==> src/rtl/aes_io_pkg.sv <==
// aes_io_pkg: shared types and constants for the AES host I/O block.
//   state_e        host-side handshake FSM states
//   KEY_BASE/MSG_BASE  host word addresses of the key and ciphertext banks
//   WORDS/WORD_W   bank geometry (4 x 32-bit words = 128 bits)
//   word_lsb()     bit offset of a word index; word 0 is the most significant
package aes_io_pkg;

  typedef enum logic [2:0] {
    IDLE,
    REQ,
    CAPTURE,
    RECOVER,
    DONE
  } state_e;

  localparam logic [2:0]  KEY_BASE = 3'd0;
  localparam logic [2:0]  MSG_BASE = 3'd4;
  localparam int unsigned WORDS    = 4;
  localparam int unsigned WORD_W   = 32;

  // Big-endian word order: index 0 maps to bits [127:96].
  function automatic int unsigned word_lsb(input int unsigned idx);
    return (WORDS - 1 - idx) * WORD_W;
  endfunction

endpackage

==> src/rtl/aes_word_bank.sv <==
// aes_word_bank: 4 x 32-bit register bank with per-word written mask.
//   clk, reset_n   clock, asynchronous active-low reset
//   wr_en, wr_idx, wr_data   single-word write; sets mask[wr_idx]
//   clear_mask     clears the whole mask (data is kept)
//   words          128-bit concatenation, word 0 in the top bits
//   mask           one bit per word written since the last clear
module aes_word_bank
  import aes_io_pkg::*;
(
  input  logic                    clk,
  input  logic                    reset_n,
  input  logic                    wr_en,
  input  logic [1:0]              wr_idx,
  input  logic [WORD_W-1:0]       wr_data,
  input  logic                    clear_mask,
  output logic [WORDS*WORD_W-1:0] words,
  output logic [WORDS-1:0]        mask
);

  logic [WORDS*WORD_W-1:0] words_q, words_d;
  logic [WORDS-1:0]        mask_q, mask_d;

  always_comb begin
    words_d = words_q;
    mask_d  = mask_q;
    for (int unsigned i = 0; i < WORDS; i++) begin
      if (wr_en && (wr_idx == 2'(i))) begin
        words_d[word_lsb(i) +: WORD_W] = wr_data;
        mask_d[i]                      = 1'b1;
      end
    end
    // A clear coinciding with a write wins: that word was consumed by the
    // request that caused the clear.
    if (clear_mask) mask_d = '0;
  end

  always_ff @(posedge clk or negedge reset_n) begin
    if (!reset_n) begin
      words_q <= '0;
      mask_q  <= '0;
    end else begin
      words_q <= words_d;
      mask_q  <= mask_d;
    end
  end

  assign words = words_q;
  assign mask  = mask_q;

endmodule

==> src/rtl/aes_host_io.sv <==
// aes_host_io: host side of the AES controller handshake.
//   clk, reset_n           clock, asynchronous active-low reset
//   wr_en/wr_addr/wr_data  host word writes: 0-3 key, 4-7 ciphertext
//   rd_en/rd_addr          result word read; rd_data/rd_valid one cycle later
//   start                  request pulse; start_err pulses when rejected
//   busy, done             in-flight flag, sticky result-valid flag
//   msg_en, key, io_ready  request towards the controller
//   msg_de, aes_ready      response from the controller
//   core_rst_n             soft reset to the controller after each result
// Optional: define AES_TIMEOUT_EN to add the TIMEOUT_CYCLES parameter, a REQ
// watchdog and the sticky timeout_err output.
module aes_host_io
  import aes_io_pkg::*;
#(
  parameter int unsigned RST_CYCLES = 2
`ifdef AES_TIMEOUT_EN
  ,
  parameter int unsigned TIMEOUT_CYCLES = 4096
`endif
) (
  input  logic         clk,
  input  logic         reset_n,
  input  logic         wr_en,
  input  logic [2:0]   wr_addr,
  input  logic [31:0]  wr_data,
  input  logic         rd_en,
  input  logic [1:0]   rd_addr,
  output logic [31:0]  rd_data,
  output logic         rd_valid,
  input  logic         start,
  output logic         busy,
  output logic         done,
  output logic         start_err,
  output logic [127:0] msg_en,
  output logic [127:0] key,
  output logic         io_ready,
  input  logic [127:0] msg_de,
  input  logic         aes_ready,
  output logic         core_rst_n
`ifdef AES_TIMEOUT_EN
  ,
  output logic         timeout_err
`endif
);

  localparam int unsigned RCW = $clog2(RST_CYCLES + 1);

  state_e         state_q, state_d;
  logic [RCW-1:0] rcnt_q, rcnt_d;
  logic [127:0]   result_q, result_d;
  logic [31:0]    rd_data_q, rd_data_d;
  logic           rd_valid_q, rd_valid_d;
  logic           busy_q, busy_d;
  logic           done_q, done_d;
  logic           start_err_q, start_err_d;
  logic           io_ready_q, io_ready_d;
  logic           core_rst_q, core_rst_d;

  logic           host_open, wr_ok, start_ok;
  logic           key_wr, msg_wr;
  logic [1:0]     key_idx, msg_idx;
  logic [3:0]     key_mask, msg_mask;

`ifdef AES_TIMEOUT_EN
  localparam int unsigned TCW = $clog2(TIMEOUT_CYCLES + 1);
  logic [TCW-1:0] tcnt_q, tcnt_d;
  logic           timeout_q, timeout_d;
`endif

  assign host_open = (state_q == IDLE) || (state_q == DONE);
  assign wr_ok     = wr_en && host_open;
  // Masks are sampled before any same-cycle write lands.
  assign start_ok  = start && host_open && (&key_mask) && (&msg_mask);

  assign key_wr  = wr_ok && (wr_addr < MSG_BASE);
  assign msg_wr  = wr_ok && (wr_addr >= MSG_BASE);
  assign key_idx = 2'(wr_addr - KEY_BASE);
  assign msg_idx = 2'(wr_addr - MSG_BASE);

  aes_word_bank u_key_bank (
    .clk        (clk),
    .reset_n    (reset_n),
    .wr_en      (key_wr),
    .wr_idx     (key_idx),
    .wr_data    (wr_data),
    .clear_mask (1'b0),
    .words      (key),
    .mask       (key_mask)
  );

  aes_word_bank u_msg_bank (
    .clk        (clk),
    .reset_n    (reset_n),
    .wr_en      (msg_wr),
    .wr_idx     (msg_idx),
    .wr_data    (wr_data),
    .clear_mask (start_ok),
    .words      (msg_en),
    .mask       (msg_mask)
  );

  always_comb begin
    state_d     = state_q;
    rcnt_d      = rcnt_q;
    result_d    = result_q;
    start_err_d = start && host_open && !start_ok;
`ifdef AES_TIMEOUT_EN
    timeout_d   = timeout_q;
`endif

    case (state_q)
      IDLE, DONE: begin
        if (start_ok) begin
          state_d = REQ;
`ifdef AES_TIMEOUT_EN
          timeout_d = 1'b0;
`endif
        end
      end
      REQ: begin
        // Capture on the REQ->CAPTURE edge so the result is valid during CAPTURE.
        if (aes_ready) begin
          state_d  = CAPTURE;
          result_d = msg_de;
        end
`ifdef AES_TIMEOUT_EN
        else if (tcnt_q == TCW'(TIMEOUT_CYCLES - 1)) begin
          state_d   = RECOVER;
          rcnt_d    = RCW'(RST_CYCLES - 1);
          timeout_d = 1'b1;
        end
`endif
      end
      CAPTURE: begin
        state_d = RECOVER;
        rcnt_d  = RCW'(RST_CYCLES - 1);
      end
      RECOVER: begin
        if (rcnt_q == '0) begin
`ifdef AES_TIMEOUT_EN
          state_d = timeout_q ? IDLE : DONE;
`else
          state_d = DONE;
`endif
        end else begin
          rcnt_d = rcnt_q - 1'b1;
        end
      end
      default: state_d = IDLE;
    endcase

`ifdef AES_TIMEOUT_EN
    tcnt_d = ((state_q == REQ) && (state_d == REQ)) ? tcnt_q + 1'b1 : '0;
`endif

    // Outputs are registered from the next state so they align with it.
    io_ready_d = (state_d == REQ);
    busy_d     = (state_d == REQ) || (state_d == CAPTURE) || (state_d == RECOVER);
    done_d     = (state_d == DONE);
    core_rst_d = (state_d != RECOVER);

    rd_valid_d = rd_en;
    rd_data_d  = rd_data_q;
    if (rd_en) begin
      for (int unsigned i = 0; i < WORDS; i++) begin
        if (rd_addr == 2'(i)) rd_data_d = result_q[word_lsb(i) +: WORD_W];
      end
    end
  end

  always_ff @(posedge clk or negedge reset_n) begin
    if (!reset_n) begin
      state_q     <= IDLE;
      rcnt_q      <= '0;
      result_q    <= '0;
      rd_data_q   <= '0;
      rd_valid_q  <= 1'b0;
      busy_q      <= 1'b0;
      done_q      <= 1'b0;
      start_err_q <= 1'b0;
      io_ready_q  <= 1'b0;
      core_rst_q  <= 1'b0;
`ifdef AES_TIMEOUT_EN
      tcnt_q      <= '0;
      timeout_q   <= 1'b0;
`endif
    end else begin
      state_q     <= state_d;
      rcnt_q      <= rcnt_d;
      result_q    <= result_d;
      rd_data_q   <= rd_data_d;
      rd_valid_q  <= rd_valid_d;
      busy_q      <= busy_d;
      done_q      <= done_d;
      start_err_q <= start_err_d;
      io_ready_q  <= io_ready_d;
      core_rst_q  <= core_rst_d;
`ifdef AES_TIMEOUT_EN
      tcnt_q      <= tcnt_d;
      timeout_q   <= timeout_d;
`endif
    end
  end

  assign rd_data    = rd_data_q;
  assign rd_valid   = rd_valid_q;
  assign busy       = busy_q;
  assign done       = done_q;
  assign start_err  = start_err_q;
  assign io_ready   = io_ready_q;
  assign core_rst_n = core_rst_q;
`ifdef AES_TIMEOUT_EN
  assign timeout_err = timeout_q;
`endif

endmodule

==> config.mk <==
export PLATFORM = sky130hd
export DESIGN_NAME = aes_host_io
export DESIGN_NICKNAME = d
export VERILOG_FILES = /design/src/rtl/aes_io_pkg.sv /design/src/rtl/aes_word_bank.sv /design/src/rtl/aes_host_io.sv
export SDC_FILE = /design/constraint.sdc
export NUM_CORES = 1
export LEC_CHECK = 0
export ABC_CLOCK_PERIOD_IN_PS = 1990
export BUFFER_PORTS_ARGS = -buffer_cell sky130_fd_sc_hd__buf_2
export CAP_MARGIN = 20
export CORE_UTILIZATION = 40
export DETAILED_ROUTE_END_ITERATION = 8
export GPL_TIMING_DRIVEN = 0
export PLACE_DENSITY = 0.61
export SKIP_LAST_GASP = 1
export SLEW_MARGIN = 20
export SYNTH_ARGS = -nofsm -noshare
export SYNTH_HDL_FRONTEND = slang
export SYNTH_SLANG_ARGS = --single-unit
==> constraint.sdc <==
create_clock -name clk -period 1.99 [get_ports clk]
set_input_delay 0.199 -clock clk [delete_from_list [all_inputs] [get_ports clk]]
set_output_delay 0.199 -clock clk [all_outputs]
set_load 0.005 [all_outputs]
Yosys cells after proc, flatten, opt, wreduce, memory -nomap -nowiden:

Cells that the tools add are included.
W data, S select, Z words.

* bits in registers: 435
* input bits: 171
* output and inout bits: 294
* logic and storage cells: 100

* $add $sub $neg: 2
* $lt $le $gt $ge: 2
* equal/unequal tests: 19
* mux-type cells: 15
* reduce and logical (&&, ||, !) cells: 36

Operators with widths (number)
* $mux W32: 4
* $logic_and A1 B1 Y1: 15
* $eq A2 B2 Y1 const B: 6
* $eq A3 B2 Y1 const B: 4
* $pmux W3 S4: 1
* $reduce_bool A2 Y1: 5
* $mux W3: 3
* $logic_not A2 Y1: 4
* $reduce_and A4 Y1: 2
* $eq A2 B1 Y1 const B: 3
* $eq A3 B1 Y1 const B: 2
* $eq A3 B3 Y1 const B: 2
* $reduce_and A2 Y1: 3
* $mux W1: 4
* $mux W4: 1
* $pmux W2 S2: 1
* $reduce_bool A4 Y1: 1
* $sub A2 B1 Y2 const B: 2
* $ge A3 B3 Y1 const B: 1
* $logic_not A3 Y1: 1
* $logic_or A1 B1 Y1: 3
* $lt A3 B3 Y1 const B: 1
* $ne A3 B2 Y1 const B: 1
* $mux W2: 1
* 3 further kinds: 3

Longest topological paths before layout:

Gate-level depths: netlist of run 1.

* depth in word-level cells: 10
* gate-level depth with buffers: 6
* depth with buffers taken out: 5

By module:

From an unflattened synthesis of run 1, not the netlist that was laid out.

* cells, all modules: 1063
* area, all modules: 17362.9 µm²

By module, submodules not included
* aes_word_bank: instances 2, cells each 283, area an instance 4948.5 µm², seq. area each 3303.2 µm²
* aes_host_io: instances 1, cells each 497, area an instance 7465.9 µm², seq. area each 4279.1 µm²

Worst setup path after synthesis of run 1:

OpenSTA, ideal clock, no wires.

* path type: reg-to-reg
* start: register state_q[0]
* end: register u_key_bank.words_q[10], in the netlist u_key_bank.words[10]
* library setup time: 0.125 ns
* data arrival time: 1.712 ns
* data required time: 1.865 ns
* setup slack: 0.153 ns
* cell stages (with the launch flop): 6
* path buffers: 2
* period minus slack after synthesis: 1.837 ns
* cell sequence: dfrtp_1 -> buf_2 -> or3b_4 -> nor3_4 -> buf_6 -> mux2_2

* cells in the longest elaborated chain, start to end: 5
* elaborated cells on any way between the ends: 6
* classes of those cells: 1 x eq/ne; 5 x reduce/logical

Ends and longest elaborated chain
* start: declaration: RTL line aes_host_io.sv:48 `state_e state_q, state_d;`
* start signal: assignment: RTL line aes_host_io.sv:188 `state_q <= state_d;`
* $eq A3 B3 Y1 / $logic_not A3 Y1 (equally long branches): RTL line aes_host_io.sv:70 `assign host_open = (state_q == IDLE) || (state_q == DONE);`
* $logic_or A1 B1 Y1 *: RTL line aes_host_io.sv:70
* $logic_and A1 B1 Y1 *: RTL line aes_host_io.sv:71 `assign wr_ok = wr_en && host_open;`
* $logic_and A1 B1 Y1 *: RTL line aes_host_io.sv:75 `assign key_wr = wr_ok && (wr_addr < MSG_BASE);`
* $logic_and A1 B1 Y1 *: RTL line aes_word_bank.sv:27 `if (wr_en && (wr_idx == 2'(i))) begin`
* end signal: assignment: RTL line aes_word_bank.sv:42 `words_q <= words_d;`
* end: declaration: RTL line aes_word_bank.sv:20 `logic [WORDS*WORD_W-1:0] words_q, words_d;`

Every way passes the cells marked *; elsewhere a longest branch is shown, timed or not.
A chain may end at the register's enable or synchronous reset.

Worst setup path in the final report of run 1:

* start: register state_q[0]
* end: register u_msg_bank.words_q[88], in the netlist u_msg_bank.words[88]

* cells in the longest elaborated chain, start to end: 5
* elaborated cells on any way between the ends: 6
* classes of those cells: 1 x eq/ne; 5 x reduce/logical

Ends and longest elaborated chain
* $eq A3 B3 Y1 / $logic_not A3 Y1 (equally long branches): RTL line aes_host_io.sv:70
* $logic_or A1 B1 Y1 *: RTL line aes_host_io.sv:70
* $logic_and A1 B1 Y1 *: RTL line aes_host_io.sv:71
* $logic_and A1 B1 Y1 *: RTL line aes_host_io.sv:76 `assign msg_wr = wr_ok && (wr_addr >= MSG_BASE);`
* $logic_and A1 B1 Y1 *: RTL line aes_word_bank.sv:27
* end signal: assignment: RTL line aes_word_bank.sv:42
* end: declaration: RTL line aes_word_bank.sv:20

Marks and branches as above.

==> flow_summary.json, run 1 <==
{
  "status": "completed",
  "power_mw": 35.3,
  "crit_type": "register to register",
  "cts_tree": "done",
  "antenna_found_initial": 4,
  "syn_inst": 1066,
  "clk_latency_ns": 0.57,
  "die_h_um": 209,
  "cp_num_buf_inv": 2,
  "critPathCapture": "u_msg_bank.words[88]",
  "finalCritPeriodShare": 0.977,
  "utilization": 0.565,
  "cts-root-buf": "clkbuf_16",
  "r2r_start": "state_q[0]",
  "synthArstFlopShare": 1.00,
  "maxCapViolations": 0,
  "cp_slowest_cell": "or3b_4",
  "path_depth": 5,
  "ys_types": 36,
  "place_area_um2": 20200,
  "start_kind": "register",
  "wirelength_um": 49000,
  "ys_ff_latch": 435,
  "cp_max_fo": 10,
  "period_minus_slack_ns": 1.94,
  "drt-wirelength-per-cell_um": 20.9,
  "gp_congestion": 0.797,
  "hpwl_um": 33400,
  "place_inst": 2073,
  "skew_ns": 0.00969,
  "core_area_um2": 42000,
  "drc_errors": 0,
  "grt_pass1_vias": 12800,
  "final_area_um2": 23800,
  "r2r-end": "u_msg_bank.words[88]",
  "crit_path_cell_trace": "buf_4 > or3b_4 > nor2_4 > buf_6 > mux2_2",
  "num_rows": 75,
  "fmax_mhz": 514,
  "grt_first_pass_wirelength_um": 75900,
  "vias": 11500,
  "nNetsFinal": 1938,
  "area_growth_pct": 39.2,
  "cts_max_path_buffers": 3,
  "crit_family": "simple AND/OR/NAND/NOR gates",
  "finalHoldViolCount": 0,
  "via_per_inst": 4.92,
  "synth-main-ff-cell": "dfrtp_1",
  "crit_arrival_ns": 2.40,
  "grt_usage": 0.227,
  "num_io_pins": 465,
  "rr_worst_depth": 5,
  "yosysWarnings": 0,
  "dieArea_um2": 43500,
  "hp-class": "input port to register",
  "power_density_nw_per_um2": 1480,
  "slew_viol_final": 0,
  "numClockSinks": 435,
  "cts.reportedPaths.clkPinSlew_ns": 0.07,
  "io_buffers": 463,
  "synth_edf_count": 0,
  "start_util": 0.406,
  "drt_iter0_drc": 668,
  "setup_violations": 0,
  "htree_levels": 2,
  "dr.pass1.iters": 4,
  "grt_max_degree": 95,
  "finalSetupTns_ns": 0,
  "die_x_um": 209,
  "syn_area_um2": 17100,
  "p_leak_nw": 11.2,
  "max_stage_delay_ns": 0.45,
  "yosysSeqAreaShare": 0.638,
  "fill_cells": 3552,
  "worst_setup_path_end_kind": "register",
  "crit_path_start": "state_q[0]",
  "synth_nets": 1238,
  "grt_setup_unrepaired": "true",
  "numCtsBuffers": 48,
  "grt_overflow_total": 0,
  "tightest_slew_ns": 0.661,
  "drive_gt1_frac": 0.556,
  "vdd_drop_max_mv": 0.850,
  "r2r_setup_slack_ns": 0.05,
  "final_cells": 2346,
  "avgSynthCellArea_um2": 16.0,
  "slew-limit-headroom": 0.560,
  "final_antenna_net_count": 0,
  "required_ns": 2.44
}
-- worst min-delay path by stage --
stage	startpoint	to	depth (start not counted)	slack (ns)
finish	wr_data[12]	u_msg_bank.words[76]	2	0.06
global route	wr_data[12]	u_key_bank.words[108]	2	0.07
CTS	wr_data[12]	u_msg_bank.words[76]	2	0.05
detailed placement	reset_n	result_q[90]	1	0.10
global placement	rd_en	rd_valid	1	0.43
floorplan	reset_n	busy	0	-0.1
-- metal layers --
| layer | vias to the layer above | part of all wire | track usage |
|---|---|---|---|
| li1 | 5234 | - | - |
| met1 | 5860 | 0.42 | 0.284 |
| met2 | 376 | 0.48 | 0.376 |
| met3 | 78 | 0.074 | 0.0678 |
| met4 | 0 | 0.027 | 0.0763 |
| met5 | - | 0 | 0 |
-- power breakdown --
| group | internal [mW] | switching (mW) | leakage [nW] | total [mW] |
|---|---|---|---|---|
| Clock | 5.16 | 3.55 | 0.775 | 8.71 |
| Combinational | 6.44 | 4.72 | 5.19 | 11.2 |
| Sequential | 13.2 | 2.18 | 5.22 | 15.4 |
-- worst reg2reg max path, cell delays in order, from the launching register on --
cell and delay (ns):
dfrtp_1 0.39, buf_4 0.18, or3b_4 0.45, nor2_4 0.23, buf_6 0.22, mux2_2 0.36
-- cell usage after synthesis (2+ instances only) --
library cell  number  share of area
nor2_1             3        0.00066
nand4_1            2        0.00073
buf_6              6         0.0040
inv_1              3        0.00066
nor3b_1            3         0.0013
nand3b_1           3         0.0013
nor3_4             2         0.0019
o31ai_1            2        0.00088
a21oi_1            2        0.00059
o21ai_0            2        0.00059
nand2b_1          37          0.014
mux2_2           379           0.25
buf_2             31         0.0091
o21a_1             4         0.0018
nor2_2             4         0.0015
mux2i_1           64          0.038
nand2_1            7         0.0015
dfrtp_1          435           0.64
nand3_1            2        0.00059
o221ai_1          34          0.017
buf_4              9         0.0040
nor2b_1            3         0.0011
mux2_1             5         0.0033
clkbuf_1          11         0.0024
or2_2              2        0.00073
-- flip-flops by register name, indices dropped and copies added, names as in the netlist --
register,flops
rcnt_q,2
done,1
result_q,128
u_msg_bank.words,128
state_q,3
u_msg_bank.mask,4
start_err,1
u_key_bank.mask,4
rd_valid,1
rd_data,32
u_key_bank.words,128
io_ready,1
core_rst_n,1
busy,1
-- repair_timing --
| action | in CTS | in global routing |
|---|---|---|
| resized for setup | 43 | 26 |
| hold buffers | 164 | 0 |
| endpoints found under the hold margin | 582 | 0 |
| setup buffers | 10 | 9 |
| endpoints found under the setup margin | 325 | 277 |
| pin swaps | 7 | 6 |
-- cells in the final DEF (no fill, tap or decap), drive strengths merged --
master,instances
nand3,2
clkinv,11
and3,1
o21a,4
clkbuf,82
or3,1
nand4,2
mux2i,64
nor3b,3
or2,2
nor2b,3
or3b,2
a22oi,1
nand2b,37
diode,4
nor3,2
mux2,384
nor2,7
o21ai,2
nand3b,3
nand2,7
o221ai,34
ha,1
a31o,1
o211ai,1
buf,534
a31oi,1
o31ai,2
bufinv,2
dfrtp,435
inv,6
dlygate4sd3,164
a21oi,2
-- cells by family (layout without fill, tap and decap cells) --
group | Yosys count | after routing | share of synthesized area
muxes | 448 | 448 | 0.291
DFF | 435 | 435 | 0.638
and+or+nand+nor | 72 | 72 | 0.0268
buffers and inverters | 62 | 799 | 0.0206
AOI/OAI and AO/OA | 48 | 48 | 0.0230
adders and majority gates | 1 | 1 | 0.000733
other | 0 | 4 | 0
-- cell type report --
cell class	instances	area (um2)	share of cell area
clock buffers	71	1410	0.0593
well taps	539	674	0.0284
inverters	3	11.3	0.000474
multi-input cells	569	5870	0.247
flip-flops and latches	435	10900	0.458
repair buffers	651	4260	0.179
clock inverters	16	141	0.00595
diodes	4	10.0	0.000421
plain buffers	58	502	0.0211
-- metrics by stage --
stage / hold slack (ns) / worst slack (ns)
floorplan: -0.0966 / 0.153
global placement: 0.426 / -7.99
detailed placement: 0.104 / -0.353
CTS: 0.0484 / -0.0351
global route: 0.0700 / -0.0334
finish: 0.0633 / 0.0459
Note: power is estimated with default switching activity, not from simulation.
==> run 2, diff against run 1 <==
--- a/config.mk
+++ b/config.mk
@@ -12,6 +12,7 @@
 export DETAILED_ROUTE_END_ITERATION = 8
 export GPL_TIMING_DRIVEN = 0
 export PLACE_DENSITY = 0.61
+export SETUP_SLACK_MARGIN = 0.5
 export SKIP_LAST_GASP = 1
 export SLEW_MARGIN = 20
 export SYNTH_ARGS = -nofsm -noshare
==> run 2 against run 1 <==
Effect of this change:
- the flow now finishes with violations (hold timing)
- cell count grew 3.5%
- combinational power is 22% higher
- non-clock buffer count increased by 81
- sequential cell count is the same
- core utilization is 6.5 points higher
- final area up 12%
- power grew 8.9%
- global-route usage increased by 0.88 points
- first-iteration DRC count rose by 2.4%
- sequential power hardly changed
==> flow_summary.json, run 2 (synthesis results as in run 1) <==
{
  "status": "finished with violations",
  "violations": "hold timing",
  "cts_tree": "done",
  "grt_usage": 0.236,
  "multi_input_area_um2": 6580,
  "drt_iter0_drc": 684,
  "start_kind": "register",
  "finalSetupTns_ns": 0,
  "final_common_cell": "buf_2",
  "die_h_um": 209,
  "numClockSinks": 435,
  "pwr-share-seq": 0.405,
  "worst_setup_path_end_kind": "register",
  "start_util": 0.406,
  "final_cell_mix": "buf_2 (468), dfrtp_1 (433), mux2_2 (215)",
  "dieArea_um2": 43500,
  "crit_type": "register to register",
  "nNetsFinal": 2019,
  "wirelength_um": 55600,
  "gp_congestion": 0.813,
  "die_x_um": 209,
  "cts_max_path_buffers": 3,
  "grt_setup_unrepaired": "true",
  "dr.pass1.iters": 5,
  "htree_levels": 2,
  "maxCapViolations": 0,
  "area_growth_pct": 55.3,
  "netSwitchingPower_mw": 11.3,
  "fill_cells": 3136,
  "hpwl_um": 33600,
  "vias": 12200,
  "via_per_inst": 5.04,
  "grt_max_degree": 102,
  "grt_pass1_vias": 13000,
  "period_minus_slack_ns": 1.94,
  "drt-wirelength-per-cell_um": 22.9,
  "vdd_drop_max_mv": 0.814,
  "internal_power_mw": 27.1,
  "cts.reportedPaths.clkPinSlew_ns": 0.06,
  "netSwitchingFraction": 0.293,
  "cp_max_fo": 10,
  "tightest_slew_ns": 0.808,
  "regArea_um2": 10900,
  "clk_latency_ns": 0.58,
  "crit_arrival_ns": 2.40,
  "numCtsBuffers": 48,
  "power_density_nw_per_um2": 1450,
  "required_ns": 2.45,
  "rr_worst_depth": 6,
  "core_area_um2": 42000,
  "grt_first_pass_wirelength_um": 78700,
  "cts-root-buf": "clkbuf_16",
  "setup_violations": 0,
  "pwr-share-comb": 0.355,
  "antenna_found_initial": 2,
  "finalCritPeriodShare": 0.977,
  "num_rows": 75,
  "clkPwrFrac": 0.240,
  "drc_errors": 0,
  "holdWs_ns": -0.346,
  "finalHoldViolCount": 84,
  "fmax_mhz": 514,
  "slew_viol_final": 0,
  "final_antenna_net_count": 0,
  "grt_overflow_total": 0,
  "r2r-end": "u_key_bank.words[27]",
  "io_buffers": 463,
  "num_io_pins": 465,
  "r2r_setup_slack_ns": 0.05,
  "hp-class": "input port to asynchronous set/reset pin",
  "drive_gt1_frac": 0.588,
  "cts_hold_buffers": 162,
  "r2r_start": "state_q[0]",
  "p_leak_nw": 12.6,
  "skew_ns": 0.0195,
  "slew-limit-headroom": 0.460
}
==> run 2: cell types whose count changed in the layout (fill, tap and decap cells not counted), moves of 3 or more <==
cell and change:
buf_12 +52, buf_16 +9, buf_4 -15, buf_6 +13, clkbuf_1 -7, clkbuf_16 +25
clkbuf_2 +3, clkbuf_8 +8, clkinv_2 -3, mux2_1 -5, mux2_2 -164, mux2_4 +169
nand2b_4 +3
==> run 2: final cells by class <==
| class | instances | area share |
|---|---|---|
| flip-flops and latches | 435 | 0.411 |
| multi-input cells | 569 | 0.248 |
| repair buffers | 731 | 0.218 |
| clock buffers | 76 | 0.0577 |
| plain buffers | 59 | 0.0337 |
| well taps | 539 | 0.0254 |
| clock inverters | 13 | 0.00514 |
| inverters | 3 | 0.000425 |
| diodes | 2 | 0.000189 |
==> run 2: worst max-delay path, stage by stage (launching register included) <==
cell     delay (ns)
dfrtp_1        0.41
buf_6          0.13
or3b_4         0.44
nor3_4         0.18
buf_6          0.16
buf_12         0.15
mux2_2         0.34
==> run 2: power by group through the flow <==
stage / combinational [mW] / sequential, mW / clock, mW
6_report: 13.7 / 15.6 / 9.20
5_1_grt: 14.6 / 16.1 / 9.73
4_1_cts: 11.7 / 15.4 / 9.37
3_5_place_dp: 10.8 / 15.4 / 0
3_3_place_gp: 10.6 / 15.3 / 0
2_1_floorplan: 5.42 / 15.5 / 0
==> run 2: per-stage QoR <==
| stage | total power, mW | cells | worst slack (ns) | instance area (um2) | utilization |
|---|---|---|---|---|---|
| final | 38.4 | 2427 | 0.0458 | 26500 | 0.631 |
| after global routing | 40.4 | 2426 | -0.00256 | 26500 | 0.630 |
| after CTS | 36.4 | 2370 | 0.0134 | 24600 | 0.586 |
| after detailed placement | 26.3 | 2072 | -0.186 | 20300 | 0.482 |
| after global placement | 25.9 | 2068 | -7.92 | 20200 | 0.479 |
| after floorplan | 20.9 | 1066 | 0.173 | 17200 | - |
==> run 2: timing repair <==
action	CTS	global route
gates cloned	10	25
resized for setup	122	245
hold endpoints to repair	459	84
endpoints found under the setup margin	395	405
buffers inserted	37	30
pin swaps	8	11
==> run 2: how the worst max path moves through the flow <==
stage                     from                   end  slack, ns
floorplan           state_q[0]  u_key_bank.words[10]       0.17
global placement       reset_n  u_key_bank.words[48]      -7.92
detailed placement  state_q[0]  u_key_bank.words[60]      -0.19
CTS                 state_q[1]  u_key_bank.words[42]       0.01
global route        state_q[0]  u_msg_bank.words[29]     -0.003
finish              state_q[0]  u_key_bank.words[27]       0.05
==> run 2: layer usage <==
metal | track usage | up-vias | share of wire
met1 | 0.292 | 6291 | 0.40
li1 | - | 5411 | -
met2 | 0.400 | 413 | 0.50
met5 | 0 | - | 0.00023
met4 | 0.0745 | 2 | 0.029
met3 | 0.0652 | 105 | 0.069
==> run 3, diff against run 2 <==
--- a/config.mk
+++ b/config.mk
@@ -10,7 +10,6 @@
 export CAP_MARGIN = 20
 export CORE_UTILIZATION = 40
 export DETAILED_ROUTE_END_ITERATION = 8
-export GPL_TIMING_DRIVEN = 0
 export PLACE_DENSITY = 0.61
 export SETUP_SLACK_MARGIN = 0.5
 export SKIP_LAST_GASP = 1
==> run 3 against run 2 <==
Effect of this change:
- the flow now finishes without violations
- cell count decreased by 1.6%
- clock skew grew 0.0033 ns
- routed wire length fell by 0.50%
- first-iteration DRC count fell by 7.9%
- sequential power about the same
- global-route usage grew 0.48 points
- largest cell class unchanged
- largest power group unchanged
==> flow_summary.json, run 3 (synthesis results as in run 1) <==
{
  "crit_type": "register to register",
  "max_stage_delay_ns": 0.42,
  "required_ns": 2.45,
  "cp_max_fo": 5,
  "area_growth_pct": 53.0,
  "start_util": 0.406,
  "fill_cells": 3144,
  "slew_viol_final": 0,
  "pwr-share-seq": 0.409,
  "grt_first_pass_wirelength_um": 79800,
  "setup_violations": 0,
  "hp-class": "input port to register",
  "crit_family": "simple AND/OR/NAND/NOR gates",
  "period_minus_slack_ns": 1.89,
  "cts_max_path_buffers": 3,
  "netSwitchingPower_mw": 11.2,
  "final_cells": 2389,
  "grt_max_degree": 53,
  "grt_pass1_vias": 13100,
  "finalHoldViolCount": 0,
  "final_cell_mix": "buf_2 (462), dfrtp_1 (435), mux2_4 (227)",
  "final_area_um2": 26100,
  "grt_overflow_total": 0,
  "final_common_cell": "buf_2",
  "numClockSinks": 435,
  "numCtsBuffers": 47,
  "dieArea_um2": 43500,
  "io_buffers": 464,
  "hpwl_um": 32200,
  "dr.pass1.iters": 5,
  "utilization": 0.621,
  "num_io_pins": 465,
  "antenna_found_initial": 5,
  "crit_path_cell_trace": "or3_4 > buf_6 > nor2_4 > buf_6 > clkbuf_16 > mux2_2",
  "final_antenna_net_count": 0,
  "worst_setup_path_end_kind": "register",
  "power_density_nw_per_um2": 1460,
  "start_kind": "register",
  "nNetsFinal": 1984,
  "netSwitchingFraction": 0.294,
  "grt_setup_unrepaired": "true",
  "die_h_um": 209,
  "cp_slowest_cell": "or3_4",
  "p_leak_nw": 12.5,
  "vias": 12200,
  "die_x_um": 209,
  "finalCritPeriodShare": 0.949,
  "wirelength_um": 55300,
  "grt_usage": 0.241,
  "drt-wirelength-per-cell_um": 23.2,
  "internal_power_mw": 26.9,
  "skew_ns": 0.0229,
  "clkPwrFrac": 0.231,
  "cts-root-buf": "clkbuf_16",
  "drive_gt1_frac": 0.584,
  "num_rows": 75,
  "core_area_um2": 42000,
  "finalSetupTns_ns": 0,
  "cp_num_buf_inv": 3,
  "drc_errors": 0,
  "crit_arrival_ns": 2.35,
  "drt_iter0_drc": 630,
  "place_area_um2": 20500,
  "gp_congestion": 0.792,
  "vdd_drop_max_mv": 0.964,
  "clk_latency_ns": 0.58,
  "maxCapViolations": 0,
  "cts_tree": "done",
  "place_inst": 2063,
  "status": "completed",
  "cts.reportedPaths.clkPinSlew_ns": 0.06,
  "htree_levels": 2,
  "path_common_cell": "buf_6",
  "slew-limit-headroom": 0.551,
  "fmax_mhz": 529,
  "tightest_slew_ns": 0.672,
  "via_per_inst": 5.12,
  "pwr-share-comb": 0.359
}
run 3: metal layers:
metal	vias to the layer above	wire length, um	track usage
met4	6	1430	0.0801
met2	440	27300	0.399
met3	100	3400	0.0578
met1	6341	23200	0.310
li1	5354	-	-
met5	-	34	0
run 3: power groups by stage:
stage | logic, mW | registers (mW) | clock network (mW)
final | 13.7 | 15.6 | 8.83
after global routing | 14.6 | 16.1 | 9.40
after CTS | 12.0 | 15.4 | 9.03
after detailed placement | 10.9 | 15.5 | 0
after global placement | 10.6 | 15.3 | 0
after floorplan | 5.42 | 15.5 | 0
run 3: final timing paths:
path                            cells after the start  slack [ns]                from                     to
worst max register to register                      6        0.10          state_q[1]  u_msg_bank.words[110]
worst min register to register                      1        0.48  u_key_bank.mask[0]     u_key_bank.mask[0]
max in group asynchronous                           4        0.99             reset_n   u_key_bank.words[94]
worst max-delay path                                6        0.10          state_q[1]  u_msg_bank.words[110]
min in group asynchronous                           2        0.18             reset_n           result_q[87]
worst min-delay path                                2        0.03         wr_data[22]  u_msg_bank.words[118]
run 3: worst register-to-register path: cells and delay by family, from the launching register on:
family / cells / cell delay [ns]
mux: 1 / 0.33
flops: 1 / 0.41
buf+inv: 3 / 0.47
simple gates: 2 / 0.57
run 3: through the flow:
step                      total power, mW  hold slack [ns]  worst slack, ns
after detailed placement             26.4            0.180            0.139
after global placement               25.9            0.183            0.151
after CTS                            36.5           0.0140            0.134
final                                38.2           0.0313            0.101
after floorplan                      20.9          -0.0966            0.173
after global routing                 40.1           0.0219           0.0895
run 3: area by class of cell:
class	instances	area [um2]	area share
flip-flops and latches	435	10900	0.417
multi-input cells	569	6780	0.260
repair buffers	756	6190	0.237
clock buffers	66	1380	0.0528
well taps	539	674	0.0258
clock inverters	19	196	0.00752
inverters	3	11.3	0.000431
diodes	2	5.00	0.000192
run 3: repair_timing:
action                                  4_1_cts  5_1_grt
setup buffers                                28       18
hold buffers                                159        0
pin swaps                                     2       10
endpoints found under the setup margin      394      397
gates resized for setup                     144      173
gates cloned                                 18       16
endpoints found under the hold margin       529        0
